**src/rtl/d_victim_cache_ctrl.sv**
```systemverilog
// d_victim_cache_ctrl: 8-way victim cache tag/valid/dirty controller with dirty-victim writeback
module d_victim_cache_ctrl #(
  parameter int INDEX_VC = 2,
  parameter int WAYS = 8,
  parameter int TAG_W = 20
) (
  input  logic                clk_i,
  input  logic                rst_i,
  input  logic                req_valid_i,
  output logic                req_ready_o,
  input  logic                req_op_i,
  input  logic [INDEX_VC-1:0] req_index_i,
  input  logic [TAG_W-1:0]    req_tag_i,
  input  logic                req_dirty_i,
  output logic                rsp_valid_o,
  output logic                rsp_hit_o,
  output logic [2:0]          rsp_way_o,
  output logic                plru_valid_o,
  output logic [INDEX_VC-1:0] plru_index_o,
  output logic [2:0]          plru_way_o,
  input  logic [2:0]          plru_victim_i,
  output logic                data_re_o,
  output logic                data_we_o,
  output logic [INDEX_VC-1:0] data_index_o,
  output logic [2:0]          data_way_o,
  output logic                wb_valid_o,
  input  logic                wb_ready_i,
  output logic [INDEX_VC-1:0] wb_index_o,
  output logic [TAG_W-1:0]    wb_tag_o,
  output logic                busy_o
);
  localparam int SETS = 1 << INDEX_VC;
  typedef enum logic [1:0] {IDLE, CMP, WB, WRITE} state_t;
  state_t state;
  logic op_q, dirty_q, hit_q;
  logic [INDEX_VC-1:0] idx_q;
  logic [TAG_W-1:0] tag_q;
  logic [2:0] sel_q;
  logic [SETS-1:0][WAYS-1:0][TAG_W-1:0] tags;
  logic [SETS-1:0][WAYS-1:0] valid, dirty;
  logic [WAYS-1:0] hit_vec;
  logic [2:0] hit_way, inv_way, sel_way, way_out;
  logic hit, has_inv, victim_dirty, in_cmp, in_wb, in_wr, lk_hit;
  // Scan high-to-low so the lowest matching / invalid way wins
  always_comb begin
    hit_vec = '0;
    hit_way = '0;
    inv_way = '0;
    for (int i = WAYS - 1; i >= 0; i--) begin
      hit_vec[i] = valid[idx_q][i] && (tags[idx_q][i] == tag_q);
      if (hit_vec[i]) hit_way = 3'(i);
      if (!valid[idx_q][i]) inv_way = 3'(i);
    end
  end
  assign hit = |hit_vec;
  assign has_inv = ~&valid[idx_q];
  assign sel_way = hit ? hit_way : has_inv ? inv_way : plru_victim_i;
  assign victim_dirty = valid[idx_q][sel_way] & dirty[idx_q][sel_way] & ~hit;
  assign in_cmp = state == CMP;
  assign in_wb = state == WB;
  assign in_wr = state == WRITE;
  assign lk_hit = in_cmp & ~op_q & hit;
  assign way_out = lk_hit ? hit_way : in_wr ? sel_q : 3'd0;
  assign req_ready_o = (state == IDLE) & ~rst_i;
  assign busy_o = state != IDLE;
  assign rsp_valid_o = (in_cmp & ~op_q) | in_wr;
  assign rsp_hit_o = lk_hit | (in_wr & hit_q);
  assign rsp_way_o = way_out;
  assign plru_valid_o = lk_hit | in_wr;
  assign plru_index_o = idx_q;
  assign plru_way_o = way_out;
  assign data_re_o = lk_hit | in_wb;
  assign data_we_o = in_wr;
  assign data_index_o = idx_q;
  assign data_way_o = lk_hit ? hit_way : (in_wb | in_wr) ? sel_q : 3'd0;
  assign wb_valid_o = in_wb;
  assign wb_index_o = in_wb ? idx_q : '0;
  assign wb_tag_o = in_wb ? tags[idx_q][sel_q] : '0;
  always_ff @(posedge clk_i or posedge rst_i) begin
    if (rst_i) begin
      state <= IDLE;
      op_q <= 1'b0;
      dirty_q <= 1'b0;
      hit_q <= 1'b0;
      idx_q <= '0;
      tag_q <= '0;
      sel_q <= '0;
      tags <= '0;
      valid <= '0;
      dirty <= '0;
    end else begin
      case (state)
        IDLE: if (req_valid_i) begin
          op_q <= req_op_i;
          idx_q <= req_index_i;
          tag_q <= req_tag_i;
          dirty_q <= req_dirty_i;
          state <= CMP;
        end
        CMP: if (!op_q) begin
          // A lookup hit hands the line back to L1, so the entry is freed
          if (hit) begin
            valid[idx_q][hit_way] <= 1'b0;
            dirty[idx_q][hit_way] <= 1'b0;
          end
          state <= IDLE;
        end else begin
          sel_q <= sel_way;
          hit_q <= hit;
          state <= victim_dirty ? WB : WRITE;
        end
        WB: if (wb_ready_i) state <= WRITE;
        WRITE: begin
          tags[idx_q][sel_q] <= tag_q;
          valid[idx_q][sel_q] <= 1'b1;
          dirty[idx_q][sel_q] <= dirty_q | (hit_q & dirty[idx_q][sel_q]);
          state <= IDLE;
        end
      endcase
    end
  end
endmodule

```
**config.mk**
```make
export PLATFORM = sky130hd
export DESIGN_NAME = d_victim_cache_ctrl
export DESIGN_NICKNAME = d
export VERILOG_FILES = /design/src/rtl/d_victim_cache_ctrl.sv
export SDC_FILE = /design/constraint.sdc
export NUM_CORES = 2
export LEC_CHECK = 0
export ABC_AREA = 1
export BUFFER_PORTS_ARGS = -buffer_cell sky130_fd_sc_hd__buf_2
export CAP_MARGIN = 20
export CORE_ASPECT_RATIO = 1.2
export CORE_MARGIN = 10
export CORE_UTILIZATION = 50
export CTS_CLUSTER_DIAMETER = 200
export CTS_CLUSTER_SIZE = 24
export DETAILED_ROUTE_END_ITERATION = 6
export GPL_ROUTABILITY_DRIVEN = 0
export HOLD_SLACK_MARGIN = 0.08
export PLACE_DENSITY = 0.73
export SLEW_MARGIN = 20
export SYNTH_ARGS = -nofsm -noshare
export SYNTH_HDL_FRONTEND = slang
export SYNTH_SLANG_ARGS = --single-unit
```
**constraint.sdc**
```tcl
create_clock -name clk_i -period 26.5 [get_ports clk_i]
set_input_delay 3.975 -clock clk_i [delete_from_list [all_inputs] [get_ports clk_i]]
set_output_delay 3.975 -clock clk_i [all_outputs]
set_load 0.02 [all_outputs]
```
==> flow_summary.toml <==
[cells_and_area]
drive_gt1_share_pct = 5.30
diodes = 0
area_delta_synth_final_pct = 5.19
nets = 4407
fin_cells = 5297

[critical_path]
crit_path_end_kind = "output port"
rrSetupSlack_ns = 20.39
crit_fanout = 75
cp_data_required_time_ns = 22.52
cp.arrival_ns = 6.11
cp-start-kind = "flop"
r2r_cells = 23
worstSetupPathType = "reg2out"

[cts]
cts_buffer_depth = 3
cts.clk_slew.worst_paths_ns = 0.10
numCtsBuffers = 36
hold_buffers = 0
postCtsSetupBuffers = 0
clock_latency_ns = 0.62
postCtsResizedCells = 0
htreeDepth = 2
cts_tree = "done"
cts.sinks = 734
ctsRootBufferMaster = "clkbuf_16"

[power]
p_sw_share_pct = 47.5
pwr-share-comb_pct = 44.8
power_frac_seq_pct = 41.1
p_switching_mw = 2.10
power_density_mw_per_mm2 = 119
p_int_mw = 2.32
vdd_drop_max_mv = 0.0830
p_leak_nw = 17.8
p_clk_share_pct = 14.1

[route]
vias = 32279
wl_um = 121000
drt_first_pass_iters = 6
wire_per_inst_um = 22.8
drt_iter0_drc = 4636
ant_nets = 0
vias_per_cell = 6.09
drc = 0

[die]
rows = 106
coreArea_sq_mm = 0.0699
start_util_pct = 50.7
dieArea_sq_mm = 0.0819
ioPinCount = 74
die_h_um = 312
die_x_um = 263

[grt]
grt_max_degree = 199
grt_pass1_wl_um = 185000
grt_overflow = 0
grt.total_usage_pct = 28.6
grt_antenna_before_repair = 3
grt_pass1_vias = 30013

[placed_design]
dp_hpwl_um = 76800
dp_cells = 5255
io_buffers = 73

[timing]
hold_viol = 0
tightest_slew_ns = 1.13
tns_ns = 0
fmax_mhz = 99.1
finalSetupViolCount = 0
final_max_slew_viol_count = 0
slew_headroom_pct = 24.5
finalCriticalPeriod_ns = 10.09
rsz0062_at_grt = "no"
fin_crit_sh_pct = 38.1
finalClockSkew_ns = 0.0313

[yosys]
syn_inst = 4528
yosysTopAreaCell = "dfrtp_1"
ys_types = 44
synth.area.top_cells = "dfrtp_1, nand2_1, o21ai_0, a22oi_1, clkbuf_1"
syn-num-nets = 4559
synth_top_area_share_pct = 51.9
synth.ff_latch_count = 734
ys_seq_area_share_pct = 51.9
ys_warn_count = 0
postSynthAreaPerCell_sq_um = 7.82
syn-cell-area_sq_mm = 0.0354

[flow_run]
maxCapViolations = 0

[outcome]
outcome = "completed"

[worst_hold_path]
worstHoldPathCells = 2
hold_class = "reg2reg"
==> power by group through the flow <==
| stage | clock network (mW) | logic (mW) | registers, mW |
|---|---|---|---|
| 6_report | 0.623 | 1.98 | 1.82 |
| 2_1_floorplan | 0 | 1.30 | 1.72 |
| 4_1_cts | 0.627 | 1.92 | 1.80 |
| 3_3_place_gp | 0 | 1.88 | 1.81 |
| 3_5_place_dp | 0 | 1.92 | 1.82 |
| 5_1_grt | 0.665 | 2.16 | 1.85 |
==> flip-flops by register name, summed over array words and instances (netlist names), named ones only <==
signal and count:
data_index_o 2, dirty 32, dirty_q 1, hit_q 1
op_q 1, sel_q 3, state 1, tag_q 20
tags 640, valid 32
==> metal layers <==
metal | GRT usage, % | routed length [um] | share of wire (%) | vias up
li1 | - | - | - | 14564
met1 | 37.7 | 47200 | 39 | 15501
met2 | 41.9 | 51500 | 43 | 1838
met3 | 7.52 | 13900 | 12 | 370
met4 | 16.6 | 8140 | 6.7 | 6
met5 | 0 | 36 | 0.030 | -
==> synth_stat cells (all sizes together) <==
cell type,instances
a22o,11
clkbuf,268
a211oi,5
o21a,1
nor2,226
o22a,2
nand3b,5
or2,1
a2111o,1
nand4,42
inv,186
a221oi,24
a31oi,28
nor3,15
nand3,149
o31ai,2
clkinv,10
buf,80
nand2,1622
and2,3
o22ai,28
a2111oi,4
nor3b,2
o221ai,8
a41oi,3
a22oi,156
a21oi,119
and3,2
o21ai,751
o211ai,4
o2111ai,2
xor2,34
dfrtp,734
==> cell type report <==
type / count / area [sq um]
Fill cell: 6522 / 32600
Sequential cell: 734 / 18400
Multi-Input combinational cell: 3250 / 15000
Tap cell: 918 / 1150
Timing Repair Buffer: 158 / 1050
Clock buffer: 38 / 930
Inverter: 196 / 746
Clock inverter: 3 / 28.8
==> kinds of logic (layout without fill, tap and decap cells) <==
group	count (synthesis)	in the layout	share of synthesized area, %
AO/OA/AOI/OAI	1149	1149	18.2
AND/OR/NAND/NOR	2067	2067	23.0
flip-flops	734	734	51.9
buffers and inverters	544	395	6.06
XOR/XNOR	34	34	0.841
==> final timing paths <==
path | to | start
worst min-delay path | tags[218] | tags[218]
worst max-delay path | rsp_hit_o | data_index_o[1]
min in group asynchronous | dirty[22] | rst_i
worst max register to register | dirty[2] | data_index_o[1]
worst min register to register | tags[218] | tags[218]
max in group asynchronous | tags[6] | rst_i
==> through the flow <==
step                      hold slack [ns]  setup WS [ns]  area [sq um]  util [%]  power [mW]
after floorplan                     0.453           1.93         35400         -        3.02
after global placement              0.466          17.33         36300      51.9        3.70
after detailed placement            0.473          17.26         36300      51.9        3.74
after CTS                           0.495          16.56         37200      53.3        4.35
after global routing                0.511          16.16         37300      53.3        4.67
final                               0.490          16.41         37300      53.3        4.42
==> worst max-delay path, stage by stage, from the launching register on <==
cell and delay [ns]:
dfrtp_1 0.34, buf_4 0.47, inv_2 0.11, nor2_4 0.36, buf_4 0.93, buf_4 0.71
nand2_1 0.16, nand3_1 0.16, nand2_1 0.06, nand2_1 0.09, nor2_1 0.05, nand2_1 0.06
nor2_1 0.04, nand3_1 0.31, nand2_1 0.20, nor2_2 0.27, nand2_1 0.16, nand2_1 0.09
buf_4 0.43, o21ai_0 0.16, buf_2 0.19
==> cell usage in the layout, fill, tap and decap left out, types with 28 or more instances in the layout <==
cell       instances
a31oi_1           28
nand3_1          149
o22ai_1           28
buf_4             81
xor2_1            34
nand2_1         1615
o21ai_0          732
inv_1            180
buf_2             73
a22oi_1          156
a21oi_1          118
clkbuf_16         37
nand4_1           42
dfrtp_1          733
nor2_1           220
Power figures use the tool's default switching activity.
